===== config.mk =====
export PLATFORM = sky130hd
export DESIGN_NAME = ram_stream_reader_flat
export DESIGN_NICKNAME = d
export VERILOG_FILES = /design/src/rtl/ram_stream_reader_pkg.sv /design/src/rtl/ram_stream_reader_if.sv /design/src/rtl/ram_stream_reader.sv /design/src/flat_wrapper.sv
export SDC_FILE = /design/constraint.sdc
export NUM_CORES = 1
export LEC_CHECK = 0
export CORE_MARGIN = 4
export CORE_UTILIZATION = 30
export CTS_CLUSTER_DIAMETER = 60
export DETAILED_ROUTE_END_ITERATION = 10
export PLACE_DENSITY = 0.6
export SETUP_SLACK_MARGIN = 0.4
export SKIP_LAST_GASP = 1
export SLEW_MARGIN = 25
export SYNTH_ARGS = -nofsm -noshare
export SYNTH_HDL_FRONTEND = slang
export SYNTH_SLANG_ARGS = --single-unit

===== constraint.sdc =====
create_clock -name i_clk -period 1.8 [get_ports i_clk]
set_input_delay 0.36 -clock i_clk [delete_from_list [all_inputs] [get_ports i_clk]]
set_output_delay 0.36 -clock i_clk [all_outputs]
set_load 0.02 [all_outputs]

===== src/rtl/ram_stream_reader_pkg.sv =====
// Shared definitions for the capture-buffer read engine: default geometry
// matching the capture RAM and the controller state encoding.
package ram_stream_reader_pkg;

  localparam int ASIZE_DEF = 13;
  localparam int DSIZE_DEF = 8;

  typedef logic [1:0] state_t;

  localparam logic [1:0] ST_IDLE   = 2'd0;
  localparam logic [1:0] ST_LOAD   = 2'd1;
  localparam logic [1:0] ST_STREAM = 2'd2;

endpackage


===== src/rtl/ram_stream_reader_if.sv =====
// RAM read port plus outgoing valid/ready word stream of the read engine.
// The master side is the reader; the slave side is the RAM and the consumer.
interface ram_stream_reader_if
  import ram_stream_reader_pkg::*;
#(
  parameter int ASIZE = ASIZE_DEF,
  parameter int DSIZE = DSIZE_DEF
) ();

  logic [ASIZE-1:0] o_rd_addr;
  logic [DSIZE-1:0] i_rd_data;
  logic [DSIZE-1:0] o_data;
  logic             o_valid;
  logic             o_last;
  logic             i_ready;

  modport master (
    output o_rd_addr,
    input  i_rd_data,
    output o_data,
    output o_valid,
    output o_last,
    input  i_ready
  );

  modport slave (
    input  o_rd_addr,
    output i_rd_data,
    input  o_data,
    input  o_valid,
    input  o_last,
    output i_ready
  );

endinterface


===== src/rtl/ram_stream_reader.sv =====
// Walks the capture RAM's asynchronous read port from a start address for a
// word count and streams the words out on valid/ready with wrap and abort.
module ram_stream_reader
  import ram_stream_reader_pkg::*;
#(
  parameter int ASIZE = ASIZE_DEF,
  parameter int DSIZE = DSIZE_DEF
) (
  input  logic             i_clk,
  input  logic             i_rst,
  input  logic             i_start,
  input  logic [ASIZE-1:0] i_start_addr,
  input  logic [ASIZE:0]   i_length,
  input  logic             i_abort,
  ram_stream_reader_if.master bus,
  output logic             o_busy,
  output logic             o_done
);

  localparam logic [ASIZE:0]   LEN_MAX  = {1'b1, {ASIZE{1'b0}}};
  localparam logic [ASIZE:0]   LEN_ZERO = '0;
  localparam logic [ASIZE:0]   LEN_ONE  = {{ASIZE{1'b0}}, 1'b1};
  localparam logic [ASIZE-1:0] ADDR_ONE = {{(ASIZE-1){1'b0}}, 1'b1};

  // Requests longer than the buffer read every word exactly once.
  function automatic logic [ASIZE:0] clamp_len(input logic [ASIZE:0] len);
    return (len > LEN_MAX) ? LEN_MAX : len;
  endfunction

  state_t           state;
  logic [ASIZE:0]   remaining;
  logic [ASIZE-1:0] rd_addr;
  logic [DSIZE-1:0] data_q;
  logic             valid_q;
  logic             last_q;
  logic             busy_q;
  logic             done_q;

  logic [ASIZE:0]   len_clamped;
  logic             take_start;
  logic             beat_slot;
  logic             do_abort;
  logic             do_load;
  logic             do_finish;

  always_comb begin
    len_clamped = clamp_len(i_length);
    take_start  = (state == ST_IDLE) && i_start && !i_abort;
    do_abort    = (state != ST_IDLE) && i_abort;
    // LOAD always fills the output slot; STREAM refills it only when the held word leaves.
    beat_slot   = (state == ST_LOAD) ||
                  ((state == ST_STREAM) && valid_q && bus.i_ready);
    do_load     = !do_abort && beat_slot && (remaining != LEN_ZERO);
    do_finish   = !do_abort && beat_slot && (remaining == LEN_ZERO);
  end

  always_ff @(posedge i_clk or posedge i_rst) begin
    if (i_rst) begin
      state     <= ST_IDLE;
      remaining <= '0;
      rd_addr   <= '0;
      data_q    <= '0;
      valid_q   <= 1'b0;
      last_q    <= 1'b0;
      busy_q    <= 1'b0;
      done_q    <= 1'b0;
    end else begin
      done_q <= 1'b0;

      if (take_start) begin
        rd_addr <= i_start_addr;
        if (len_clamped == LEN_ZERO) begin
          done_q <= 1'b1;
        end else begin
          remaining <= len_clamped;
          busy_q    <= 1'b1;
          state     <= ST_LOAD;
        end
      end

      // Address increment wraps naturally at the buffer boundary.
      if (do_load) begin
        data_q    <= bus.i_rd_data;
        valid_q   <= 1'b1;
        last_q    <= (remaining == LEN_ONE);
        rd_addr   <= rd_addr + ADDR_ONE;
        remaining <= remaining - LEN_ONE;
        state     <= ST_STREAM;
      end

      if (do_finish) begin
        valid_q <= 1'b0;
        last_q  <= 1'b0;
        busy_q  <= 1'b0;
        done_q  <= 1'b1;
        state   <= ST_IDLE;
      end

      if (do_abort) begin
        valid_q   <= 1'b0;
        last_q    <= 1'b0;
        busy_q    <= 1'b0;
        remaining <= '0;
        state     <= ST_IDLE;
      end
    end
  end

  assign bus.o_rd_addr = rd_addr;
  assign bus.o_data    = data_q;
  assign bus.o_valid   = valid_q;
  assign bus.o_last    = last_q;
  assign o_busy        = busy_q;
  assign o_done        = done_q;

endmodule


===== src/flat_wrapper.sv =====
// flat-port wrapper written by rule: the top's interface ports become plain ports
module ram_stream_reader_flat import ram_stream_reader_pkg::*;
#(
  parameter int ASIZE = ASIZE_DEF,
  parameter int DSIZE = DSIZE_DEF
)
  (i_clk, i_rst, i_start, i_start_addr, i_length, i_abort, o_busy, o_done, bus_o_rd_addr, bus_i_rd_data, bus_o_data, bus_o_valid, bus_o_last, bus_i_ready);
  ram_stream_reader_if #(.ASIZE(ASIZE), .DSIZE(DSIZE)) bus_i ();
  input  logic i_clk;
  input  logic i_rst;
  input  logic i_start;
  input  logic [ASIZE-1:0] i_start_addr;
  input  logic [ASIZE:0] i_length;
  input  logic i_abort;
  output logic o_busy;
  output logic o_done;
  output wire logic [$bits(bus_i.o_rd_addr)-1:0] bus_o_rd_addr;
  input wire logic [$bits(bus_i.i_rd_data)-1:0] bus_i_rd_data;
  output wire logic [$bits(bus_i.o_data)-1:0] bus_o_data;
  output wire logic [$bits(bus_i.o_valid)-1:0] bus_o_valid;
  output wire logic [$bits(bus_i.o_last)-1:0] bus_o_last;
  input wire logic [$bits(bus_i.i_ready)-1:0] bus_i_ready;
  assign bus_o_rd_addr = bus_i.o_rd_addr;
  assign bus_i.i_rd_data = bus_i_rd_data;
  assign bus_o_data = bus_i.o_data;
  assign bus_o_valid = bus_i.o_valid;
  assign bus_o_last = bus_i.o_last;
  assign bus_i.i_ready = bus_i_ready;
  ram_stream_reader #(.ASIZE(ASIZE), .DSIZE(DSIZE)) u_core (.i_clk(i_clk), .i_rst(i_rst), .i_start(i_start), .i_start_addr(i_start_addr), .i_length(i_length), .i_abort(i_abort), .bus(bus_i), .o_busy(o_busy), .o_done(o_done));
endmodule

==> impl_metrics.env <==
export IMPL_status="finished, violations left"
export IMPL_violations="negative setup slack"
export IMPL_dieArea_mm2=0.00955
export IMPL_syn_area_mm2=0.00242
export IMPL_antenna_found_initial=0
export IMPL_power_density_mw_per_mm2=1580
export IMPL_synth_async_reset_ratio_pct=100
export IMPL_synth_main_ff_cell="dfrtp_1"
export IMPL_cp_top_family="simple AND/OR/NAND/NOR gates"
export IMPL_row_count=32
export IMPL_num_nets_final=483
export IMPL_r2r_end="u_core.bus.o_rd_addr[9]"
export IMPL_vias=2859
export IMPL_internal_power_mw=4.10
export IMPL_slew_violations=0
export IMPL_synth_edf_count=0
export IMPL_path_clk_slew_ps=90
export IMPL_sw_frac_of_total_pct=43.2
export IMPL_reg2reg_from="u_core.remaining[5]"
export IMPL_finalHoldViolCount=0
export IMPL_hold_slack_ps=410
export IMPL_finClkSkew_ps=10.9
export IMPL_vdd_drop_max_uv=679
export IMPL_setup_violations=37
export IMPL_clkLatencyLatePin_ps=300
export IMPL_rr_worst_depth=8
export IMPL_ys_types=59
export IMPL_final_common_cell="buf_4"
export IMPL_worst_path_buf_inv=3
export IMPL_switchingPower_mw=3.12
export IMPL_total_power_mw=7.21
export IMPL_synth_area_per_cell_um2=8.88
export IMPL_clockBufferDepth=2
export IMPL_drt_initial_drc_count=136
export IMPL_relSlewSlack_pct=68.2
export IMPL_min_period_ps=2000
export IMPL_cp_cell_sequence="nor4_4 > nand4_4 > buf_4 > buf_6 > buf_6 > nand3_4 > o211ai_1 > o311ai_1"
export IMPL_antenna_cells=0
export IMPL_pin_count=65
export IMPL_dieHeight_um=97.7
export IMPL_period_share_pct=111
export IMPL_post_drt_wl_per_cell_um=17.0
export IMPL_synth_nets=315
export IMPL_clock_fmax_mhz=499
export IMPL_portBuffers=64
export IMPL_vias_per_cell=5.27
export IMPL_crit_type="reg2reg"
export IMPL_grt_start_max_net_pins=42
export IMPL_pwr_share_comb_pct=67.0
export IMPL_path_max_fanout=6
export IMPL_hp_class="in2async"
export IMPL_start_util_pct=31.1
export IMPL_cts_sinks=41
export IMPL_synth_seq_cells=41
export IMPL_cts_root_buf="clkbuf_8"
export IMPL_synthCells=272
export IMPL_grt_pass1_vias=2909
export IMPL_power_frac_seq_pct=24.3
export IMPL_setup_ws_ps=-202
export IMPL_cts_buffers=5
export IMPL_tightest_slew_ps=473
export IMPL_final_cell_mix="buf_4, nand2_1, dfrtp_1"
export IMPL_cpPeakStageDelay_ps=490
export IMPL_critPathRequiredTime_ps=2000
export IMPL_pre_cts_ws_ps=-359
export IMPL_r2r_slack_ps=-200
export IMPL_die_w_um=97.7
export IMPL_clockPowerShare_pct=8.7
export IMPL_placedCellCount=489
export IMPL_totalWireLength_um=9220
export IMPL_antenna_left=0
export IMPL_overflow=0
export IMPL_cts_tree="done"
export IMPL_grt_usage_pct=18.0
export IMPL_drt_first_pass_iters=4
export IMPL_route_detailed_drc=0
export IMPL_grt_pass1_wl_um=14200
export IMPL_core_mm2=0.00777
export IMPL_worstSetupEndpointType="flip-flop"
export IMPL_yosysWarnings=0
export IMPL_fin_cells=543
export IMPL_cp_data_arrival_time_ps=2200
export IMPL_critPathLaunchType="flip-flop"
export IMPL_cap_violations=0
export IMPL_dpl_hpwl_um=5780
export IMPL_drive_gt1_share_pct=45.8
export IMPL_crit_path_frequent_cell="buf_6"
export IMPL_critPathSlowestCell="dfrtp_2"
export IMPL_globalplace_congestion=0.878
export IMPL_h_tree_depth=2
export IMPL_rsz0062_at_grt="yes"
export IMPL_critPathLaunch="u_core.remaining[5]"
export IMPL_leakagePower_nw=2.02
export IMPL_yosysSeqAreaShare_pct=42.5
export IMPL_syn2layout_area_growth_pct=89.2
## worst max path at each step
stage	end	depth (start not counted)
after floorplan	u_core.bus.o_rd_addr[0]	9
after global placement	u_core.remaining[7]	7
after detailed placement	u_core.remaining[7]	7
after CTS	u_core.remaining[7]	5
after global routing	u_core.bus.o_rd_addr[0]	9
final	u_core.bus.o_rd_addr[9]	8
## cell usage after synthesis, drive strengths merged, types with 4 or more instances
master / number / share of area, %
or4: 5 / 1.9
buf: 9 / 2.6
a22oi: 4 / 1.4
nand2: 48 / 7.5
o22ai: 6 / 1.8
nor2: 19 / 3.0
inv: 16 / 2.5
nand4: 8 / 2.7
a21o: 5 / 1.6
nand3: 7 / 1.4
o211ai: 8 / 2.5
a31oi: 4 / 1.0
nor4: 5 / 2.2
dfrtp: 41 / 42
o21ai: 16 / 3.5
a21oi: 17 / 3.7
nor3: 8 / 1.9
## metal layers
| layer | routed length (um) | share of wire, % | track usage [%] |
|---|---|---|---|
| met2 | 4580 | 50 | 31.4 |
| met4 | 116 | 1.3 | 3.83 |
| met3 | 545 | 5.9 | 3.64 |
| met1 | 3980 | 43 | 23.1 |
| met5 | 0 | 0 | 0 |
## power by group through the flow
stage          Combinational, mW  Clock (mW)  Sequential [mW]
2_1_floorplan               1.61           0             2.04
3_3_place_gp                3.48           0             1.75
3_5_place_dp                3.50           0             1.76
4_1_cts                     4.01       0.636             1.74
5_1_grt                     5.14       0.669             1.81
6_report                    4.83       0.626             1.76
## worst register-to-register path: stages, from the launching register on
cell and delay [ps]:
dfrtp_2 490, nor4_4 460, nand4_4 260, buf_4 200, buf_6 100, buf_6 110
nand3_4 90, o211ai_1 90, o311ai_1 100
## metrics by stage
stage                     utilization (%)  setup TNS [ps]  cell area (um^2)
after floorplan                         -               0              2510
after global routing                 58.8           -7180              4570
after CTS                            53.6           -1040              4160
final                                58.8           -4200              4570
after global placement               47.4           -9730              3680
after detailed placement             47.4          -10460              3680
## timing repair
item / 4_1_cts / 5_1_grt
setup buffers: 19 / 23
cloned: 2 / 2
hold buffers: 0 / 0
pin swaps: 33 / 38
endpoints found under the setup margin: 66 / 58
hold endpoints to repair: 0 / 0
resized for setup: 116 / 59
## final cells by class
type	count	area, um^2
flip-flops and latches	41	1030
fillers	686	3200
inverters	16	60.1
repair buffers	172	1630
clock buffers	6	72.6
well taps	102	128
clock inverters	2	15.0
multi-input cells	204	1630
## flip-flops by register name (all words and copies together) (netlist names)
register / count
u_core.bus.o_data: 8
u_core.bus.o_rd_addr: 13
u_core.o_busy: 1
u_core.bus.o_last: 1
u_core.bus.o_valid: 1
u_core.remaining: 14
u_core.state: 2
u_core.o_done: 1
## kinds of logic (layout without fill, tap and decap cells)
kind of cell / count (synthesis) / count (layout) / synth area share [%]
XOR/XNOR: 2 / 2 / 0.725
adder cells (fa/ha/maj): 3 / 3 / 1.55
AND/OR/NAND/NOR: 122 / 122 / 28.0
buffers and inverters: 27 / 196 / 5.39
AO/OA/AOI/OAI: 77 / 77 / 21.9
flip-flops: 41 / 41 / 42.5
Power figures use the tool's default switching activity.
